===== src/rtl/rob_dispatch_ctrl_pkg.sv =====
// Shared definitions for the ROB dispatch/recovery controller and its helpers.
package rob_dispatch_ctrl_pkg;

    localparam int ROB_NUM_DEF        = 64;
    localparam int ROB_SEL_DEF        = 6;
    localparam int RECOVER_CYCLES_DEF = 2;

    typedef enum logic {
        ST_RUN     = 1'b0,
        ST_RECOVER = 1'b1
    } rob_state_e;

    // ROB_NUM is a power of two, so wrap is a mask.
    function automatic int unsigned rob_incr(input int unsigned ptr,
                                             input int unsigned inc,
                                             input int unsigned num);
        return (ptr + inc) & (num - 1);
    endfunction

endpackage


===== src/rtl/rob_kill_mask_gen.sv =====
// Wrapping range-to-mask generator: sets bits start_i .. end_i-1 (mod NUM),
// empty when start_i == end_i. Also used by the RS flush logic.
module rob_kill_mask_gen
    import rob_dispatch_ctrl_pkg::*;
#(
    parameter int NUM = ROB_NUM_DEF,
    parameter int SEL = ROB_SEL_DEF
) (
    input  logic [SEL-1:0] start_i,
    input  logic [SEL-1:0] end_i,
    output logic [NUM-1:0] mask_o
);

    logic [SEL-1:0] len;

    always_comb begin
        mask_o = '0;
        len    = end_i - start_i;
        for (int i = 0; i < NUM; i++) begin
            mask_o[i] = SEL'(SEL'(i) - start_i) < len;
        end
    end

endmodule


===== src/rtl/rob_dispatch_ctrl.sv =====
// ROB allocation controller: dual-slot grants, occupancy tracking, and
// mispredict rollback with a one-shot kill mask and a fixed recovery window.
//
// state      | meaning
// -----------+---------------------------------------------------------
// ST_RUN     | normal dispatch; grants allowed
// ST_RECOVER | post-mispredict window; grants blocked, busy_o high
module rob_dispatch_ctrl
    import rob_dispatch_ctrl_pkg::*;
#(
    parameter int ROB_NUM        = ROB_NUM_DEF,
    parameter int ROB_SEL        = ROB_SEL_DEF,
    parameter int RECOVER_CYCLES = RECOVER_CYCLES_DEF
) (
    input  logic               clk_i,
    input  logic               reset_n_i,
    input  logic               req1_i,
    input  logic               req2_i,
    input  logic               stall_i,
    input  logic [1:0]         comnum_i,
    input  logic [ROB_SEL-1:0] commit_ptr_i,
    input  logic               prmiss_i,
    input  logic [ROB_SEL-1:0] prmiss_ptr_i,
    output logic               dp1_o,
    output logic               dp2_o,
    output logic [ROB_SEL-1:0] dp1_addr_o,
    output logic [ROB_SEL-1:0] dp2_addr_o,
    output logic [ROB_SEL-1:0] dispatch_ptr_o,
    output logic [ROB_SEL:0]   freenum_o,
    output logic               full_o,
    output logic [ROB_NUM-1:0] kill_vec_o,
    output logic               busy_o
);

    localparam int RC_W = (RECOVER_CYCLES > 1) ? $clog2(RECOVER_CYCLES) : 1;
    localparam logic [RC_W-1:0] RC_LOAD = RC_W'(RECOVER_CYCLES - 1);

    rob_state_e         state_q, state_d;
    logic [RC_W-1:0]    rcnt_q, rcnt_d;
    logic [ROB_SEL-1:0] ptr_q, ptr_d;
    logic [ROB_SEL:0]   cnt_q, cnt_d;
    logic [ROB_NUM-1:0] kill_q, kill_d;

    logic [ROB_SEL:0]   freenum;
    logic [1:0]         grant_n;
    logic [ROB_SEL-1:0] miss_start;
    logic [ROB_SEL-1:0] miss_span;
    logic [ROB_SEL:0]   miss_cnt;
    logic [ROB_NUM-1:0] miss_mask;

    assign freenum = (ROB_SEL+1)'(ROB_NUM) - cnt_q;

    // Grants see only registered occupancy; same-cycle commits free slots next cycle.
    assign dp1_o = reset_n_i & req1_i & ~stall_i & ~prmiss_i
                 & (state_q == ST_RUN) & (freenum != '0);
    assign dp2_o = dp1_o & req2_i & (freenum >= (ROB_SEL+1)'(2));

    assign grant_n    = 2'(dp1_o) + 2'(dp2_o);
    assign dp1_addr_o = ptr_q;
    assign dp2_addr_o = ROB_SEL'(rob_incr(32'(ptr_q), 32'd1, ROB_NUM));

    assign miss_start = ROB_SEL'(rob_incr(32'(prmiss_ptr_i), 32'd1, ROB_NUM));
    assign miss_span  = prmiss_ptr_i - commit_ptr_i;
    assign miss_cnt   = {1'b0, miss_span} + (ROB_SEL+1)'(1) - (ROB_SEL+1)'(comnum_i);

    rob_kill_mask_gen #(
        .NUM (ROB_NUM),
        .SEL (ROB_SEL)
    ) u_kill_mask (
        .start_i (miss_start),
        .end_i   (ptr_q),
        .mask_o  (miss_mask)
    );

    always_comb begin
        state_d = state_q;
        rcnt_d  = rcnt_q;
        ptr_d   = ROB_SEL'(rob_incr(32'(ptr_q), 32'(grant_n), ROB_NUM));
        cnt_d   = cnt_q + (ROB_SEL+1)'(grant_n) - (ROB_SEL+1)'(comnum_i);
        kill_d  = '0;
        if (prmiss_i) begin
            state_d = ST_RECOVER;
            rcnt_d  = RC_LOAD;
            ptr_d   = miss_start;
            cnt_d   = miss_cnt;
            kill_d  = miss_mask;
        end else if (state_q == ST_RECOVER) begin
            if (rcnt_q == '0) begin
                state_d = ST_RUN;
            end else begin
                rcnt_d = rcnt_q - RC_W'(1);
            end
        end
    end

    always_ff @(posedge clk_i) begin
        if (!reset_n_i) begin
            state_q <= ST_RUN;
            rcnt_q  <= '0;
            ptr_q   <= '0;
            cnt_q   <= '0;
            kill_q  <= '0;
        end else begin
            state_q <= state_d;
            rcnt_q  <= rcnt_d;
            ptr_q   <= ptr_d;
            cnt_q   <= cnt_d;
            kill_q  <= kill_d;
        end
    end

    assign dispatch_ptr_o = ptr_q;
    assign freenum_o      = freenum;
    assign full_o         = (freenum == '0);
    assign kill_vec_o     = kill_q;
    assign busy_o         = (state_q == ST_RECOVER);

    // Committing more than is occupied is a protocol error upstream.
    a_comnum_le_count: assert property (@(posedge clk_i) disable iff (!reset_n_i)
        (comnum_i <= 2'd2) && ((ROB_SEL+1)'(comnum_i) <= cnt_q));

endmodule


===== config.mk =====
export PLATFORM = sky130hd
export DESIGN_NAME = rob_dispatch_ctrl
export DESIGN_NICKNAME = d
export VERILOG_FILES = /design/src/rtl/rob_dispatch_ctrl_pkg.sv /design/src/rtl/rob_kill_mask_gen.sv /design/src/rtl/rob_dispatch_ctrl.sv
export SDC_FILE = /design/constraint.sdc
export NUM_CORES = 1
export LEC_CHECK = 0
export CORE_UTILIZATION = 50
export CTS_CLUSTER_DIAMETER = 30
export DETAILED_ROUTE_END_ITERATION = 6
export HOLD_SLACK_MARGIN = 0.05
export PLACE_DENSITY = 0.75
export REMOVE_ABC_BUFFERS = 1
export SLEW_MARGIN = 20
export SYNTH_ARGS = -nofsm -noshare
export SYNTH_HDL_FRONTEND = slang
export SYNTH_SLANG_ARGS = --single-unit

===== constraint.sdc =====
create_clock -name clk_i -period 19.3 [get_ports clk_i]
set_input_delay 2.895 -clock clk_i [delete_from_list [all_inputs] [get_ports clk_i]]
set_output_delay 2.895 -clock clk_i [all_outputs]
set_load 0.02 [all_outputs]

; ---- Word level (Yosys, flattened, before mapping)
; Index checks and enable logic that the tools add are counted.
; Widths: inputs -> output; s select.
[classes]
add_sub_neg = 76
magnitude_cmp = 65
n_mux = 8
n_bitwise = 10
reduce_logical = 4
[op_table]
columns = cell, count
row1 = $lt 6x6->1, 64
row2 = $sub 6x6->6 const A, 32
row3 = $sub 5x6->6 const A, 16
row4 = $sub 4x6->6 const A, 8
row5 = $sub 3x6->6 const A, 4
row6 = $sub 7x2->7, 2
row7 = $add 6x1->6 const B, 2
row8 = $sub 1x6->6 const A, 2
row9 = $sub 2x6->6 const A, 2
row10 = $sub 6x6->6, 2
row11 = $add 6x1->7 const B, 1
row12 = $add 7x2->7, 1
row13 = $and 1x1->1, 7
row14 = $ge 7x2->1 const B, 1
row15 = $logic_not 7->1, 1
row16 = $mux 7, 1
row17 = $reduce_bool 7->1, 1
row18 = $sub 7x7->7 const A, 1
row19 = $add 6x2->6, 1
row20 = $mux 1, 6
row21 = $mux 6, 1
row22 = $not 1->1, 3
row23 = $add 1x1->2, 1
row24 = $reduce_and 2->1, 1
row25 = other kinds (2), 2
[word_totals]
reg_bits = 79
output_inout_bits = 93

; ---- Logic depth before layout (Yosys ltp)
[depth]
word_depth = 11
mapped_depth = 18
mapped_depth_nobuf = 18

; ---- By module
; Synthesis repeated with hierarchy kept, for this count alone.
[unflattened]
cells_unflattened = 828
hier_area_um2 = 7161.9
[modules_own_cells]
columns = module, instances, cells_each, area_each_um2
row1 = rob_kill_mask_gen, 1, 466, 3583.4
row2 = rob_dispatch_ctrl, 1, 362, 3578.4

; ---- Worst setup path after synthesis
; Ideal clock, no wire load.
[synth_path]
path_kind = input-to-reg
from = in prmiss_ptr_i[0]
to = reg kill_q[2] (netlist: kill_vec_o[2])
setup_ns = 0.074
arrival_ns = 8.769
setup_slack_ns = 10.457
cell_stages = 10
n_path_buf = 0
cell_sequence = ha_1 -> xor2_1 -> inv_1 -> ha_1 -> a21oi_1 -> o21ai_0 -> xnor2_1 -> ha_1 -> a211o_1 -> a31oi_1
[synth_via]
elab_chain_cells = 3
elab_cells_between_ends = 4
[synth_lines]
columns = element, line_no
row1 = start: declaration, rob_dispatch_ctrl.sv:23  ; input logic [ROB_SEL-1:0] prmiss_ptr_i,
row2 = $add 6x1->6 *, rob_dispatch_ctrl_pkg.sv:17  ; return (ptr + inc) & (num - 1);
row3 = $sub 2x6->6 / $sub 6x6->6 (equally long branches), "rob_kill_mask_gen.sv:20, rob_kill_mask_gen.sv:18"
row4 = $lt 6x6->1 *, rob_kill_mask_gen.sv:20  ; mask_o[i] = SEL'(SEL'(i) - start_i) < len;
row5 = end signal: assignment, rob_dispatch_ctrl.sv:108  ; kill_q <= kill_d;
row6 = end: declaration, rob_dispatch_ctrl.sv:42  ; logic [ROB_NUM-1:0] kill_q, kill_d;
; Mark *: on every way between the ends. The rest lies on a longest branch, timed or not.
; A chain may end at the register's enable or synchronous reset.

; ---- Worst setup path after layout
[layout_path]
from = in reset_n_i
to = out dp2_o
[layout_via]
elab_chain_cells = 7
[layout_lines]
columns = element, line_no
row1 = start: declaration, rob_dispatch_ctrl.sv:16  ; input logic reset_n_i,
row2 = $and 1x1->1 (3 in series), rob_dispatch_ctrl.sv:54  ; assign dp1_o = reset_n_i & req1_i & ~stall_i & ~prmiss_i
row3 = $and 1x1->1 (2 in series), rob_dispatch_ctrl.sv:55  ; & (state_q == ST_RUN) & (freenum != '0);
row4 = $and 1x1->1 (2 in series), rob_dispatch_ctrl.sv:56  ; assign dp2_o = dp1_o & req2_i & (freenum >= (ROB_SEL+1)'(2));
row5 = end: declaration, rob_dispatch_ctrl.sv:25  ; output logic dp2_o,
; Every way passes these cells.

==> out/metrics.yaml <==
yosys:
  avgSynthCellArea_um2: 9.28
  ys_seq_area_share_pct: 22.0
  ys_ff_latch: 79
  synth_cells: 775
  ys.warnings.count: 0
  ys_types: 48
  syn-cell-area_um2: 7190
critical_path:
  crit_path_frequent_cell: "clkdlybuf4s50_1"
  cp_slowest_cell: "clkdlybuf4s50_1"
  cp_max_fo: 19
  slowest_delay_ps: 900
  required_ps: 16410
  critPathArrivalTime_ps: 5280
  path_class: "primary input to primary output"
  start_kind: "primary input"
  worstPathCellList: "clkdlybuf4s50_1 -> nand2_1 -> or4_1 -> nor3b_1 -> clkdlybuf4s50_1"
  endpoint_kind: "primary output"
clock_network:
  ctsResizeCount: 0
  clk_pin_slew_worst_paths_ps: 60
  clock_path_buffers: 2
  clkSinkCount: 79
  cts_buffers: 9
  cts_root_buf: "clkbuf_16"
  insertion_delay_ps: 350
  h-tree-depth: 3
  hold_buffers: 0
  postCtsSetupRepairBufs: 0
  cts_tree: "yes"
final_layout:
  drive_above_1_share_pct: 4.22
  nets: 1070
  area_growth_pct: 21.6
  final_area_um2: 8750
  num_antenna_cells: 0
grt:
  grt_pass1_wl_mm: 25.8
  grt_usage_pct: 22.2
  grt_overflow_total: 0
  antenna_found_initial: 0
  grt_start_max_net_pins: 66
  grt_pass1_vias: 5360
floorplan:
  coreArea_um2: 13900
  fp-row-count: 43
  initial_core_util_pct: 51.6
  io_pins: 113
  fp.dieW_um: 122
  chipHeight_um: 122
  dieArea_um2: 14900
power_and_ir_drop:
  power_density_nw_per_um2: 103
  leakage_nw: 4.31
  peakVddDrop_v: 0.0000500
sta:
  tightestPinTransition_ps: 964
  hold_violations: 0
  fmax_ghz: 0.122
  post-route-period-util_pct: 42.4
  fin_setup_tns_ps: 0
  layout_min_cycle_time_ps: 8180
  finalMaxSlewViolations: 0
  finalSetupViolCount: 0
  finalClockSkew_ps: 9.45
  slew_headroom_pct: 35.6
  rsz0062_at_grt: "no"
  worst_slack_ps: 11120
placed_design:
  post-place-ws_ps: 11070
  dp_hpwl_mm: 11.5
  placedInstanceArea_um2: 8440
  place_congestion: 0.794
  port_buffers: 112
routing:
  drc: 0
  wl_per_cell_um: 14.8
  ant_nets: 0
  firstDrtPassIters: 4
  wl_mm: 15.7
  vias: 5679
  viasPerCell: 5.37
  drt_iter0_drc: 300
run:
  cap_violations: 0
outcome:
  status: "completed"
worst_hold_path:
  hp-class: "flip-flop to flip-flop"
-- power by group --
group          internal [mW]  switching (mW)  total [mW]
logic                  0.230           0.284       0.515
registers              0.192          0.0152       0.207
clock network          0.116          0.0672       0.183
total                  0.538           0.367       0.905
-- layout by cell type, fill, tap and decap left out, drive strengths merged, types with 3 or more instances in the layout --
cell           Yosys  layout
a211o             34      34
a211oi            35      35
a21o              47      47
a21oi             25      25
a31oi             34      34
buf               12       6
clkbuf            19      11
clkdlybuf4s50      0     112
dfxtp             79      79
fa                 7       7
ha               170     170
inv               96      96
mux2i              4       4
nand2             51      51
nand3             11      11
nor2               7       7
nor2b              7       7
o211a              7       7
o21a               5       5
o21ai              6       6
o21bai             3       3
or2                3       3
xnor2             55      55
xor2              36      36
-- metrics by stage --
stage          power (mW)  hold WS, ps  cells  utilization (%)
3_3_place_gp        0.708          481   1042             60.5
4_1_cts             0.912          517   1057             62.8
5_1_grt             0.981          571   1057             62.8
3_5_place_dp        0.724          513   1042             60.5
2_1_floorplan       0.565          465    744                -
6_report            0.905          515   1057             62.8
-- Yosys cell counts (all sizes together) --
cell type / count / area [um2]
xor2: 36 / 349
nor2b: 7 / 43.8
o2111ai: 1 / 8.76
a21boi: 2 / 15.0
nand2b: 1 / 6.26
nand3: 11 / 60.1
o32a: 1 / 10.0
and3: 1 / 6.26
ha: 170 / 2130
buf: 12 / 103
a21o: 47 / 353
or2: 3 / 21.3
nor3: 2 / 10.0
a211oi: 35 / 263
or4: 2 / 15.0
clkbuf: 19 / 71.3
nor4b: 1 / 8.76
nor2: 7 / 26.3
a21oi: 25 / 125
nand3b: 1 / 7.51
xnor2: 55 / 504
a221oi: 1 / 8.76
o211a: 7 / 70.1
a31oi: 34 / 213
a211o: 34 / 298
o31a: 1 / 8.76
o21a: 5 / 37.5
or3: 2 / 12.5
inv: 96 / 360
and2: 2 / 12.5
fa: 7 / 140
nand2: 51 / 191
nor3b: 1 / 7.51
o31ai: 1 / 7.51
o21bai: 3 / 22.5
o21ai: 6 / 30.0
dfxtp: 79 / 1580
or4b: 1 / 10.0
nand4b: 1 / 8.76
mux2i: 4 / 40.0
-- critical path: cells and delay by family --
family | cells | cell delay, ps
AND/OR/NAND/NOR | 3 | 820
buffers and inverters | 2 | 1560
-- worst paths after layout --
check,from,endpoint,slack [ps],depth (start not counted)
max,reset_n_i,dp2_o,11120,5
min,rcnt_q,busy_o,520,2
max reg2reg,cnt_q[4],cnt_q[6],15210,17
min reg2reg,rcnt_q,busy_o,520,2
-- cell families (layout without fill, tap and decap cells) --
group,count (synthesis),count (layout),synth area share [%]
mux,4,4,0.557
buf+inv,127,229,7.43
fa+ha+maj,177,177,31.5
flops,79,79,22.0
compound gates,203,203,20.4
simple gates,94,94,6.23
xor+xnor,91,91,11.9
-- flip-flops by register name, indices dropped and copies added, names as in the netlist --
signal and flops:
kill_vec_o 64, cnt_q 7, dispatch_ptr_o 6, busy_o 1, rcnt_q 1
-- area by class of cell --
class | instances | area, um2
multi-input combinational | 569 | 5100
inverter | 96 | 360
clock inverter | 4 | 70.1
fill | 1139 | 5180
timing repair buffer | 118 | 1170
sequential | 79 | 1580
clock buffer | 11 | 243
tap | 180 | 225
-- routing by layer --
metal  up-vias  global-route usage [%]  wire length [um]
li1       2924                       -                 -
met1      2645                    28.9              7440
met2        99                    37.1              7430
met3        11                    4.03               625
met4         0                    6.10               178
met5         -                       0                 0
(Power assumes the default switching activity.)
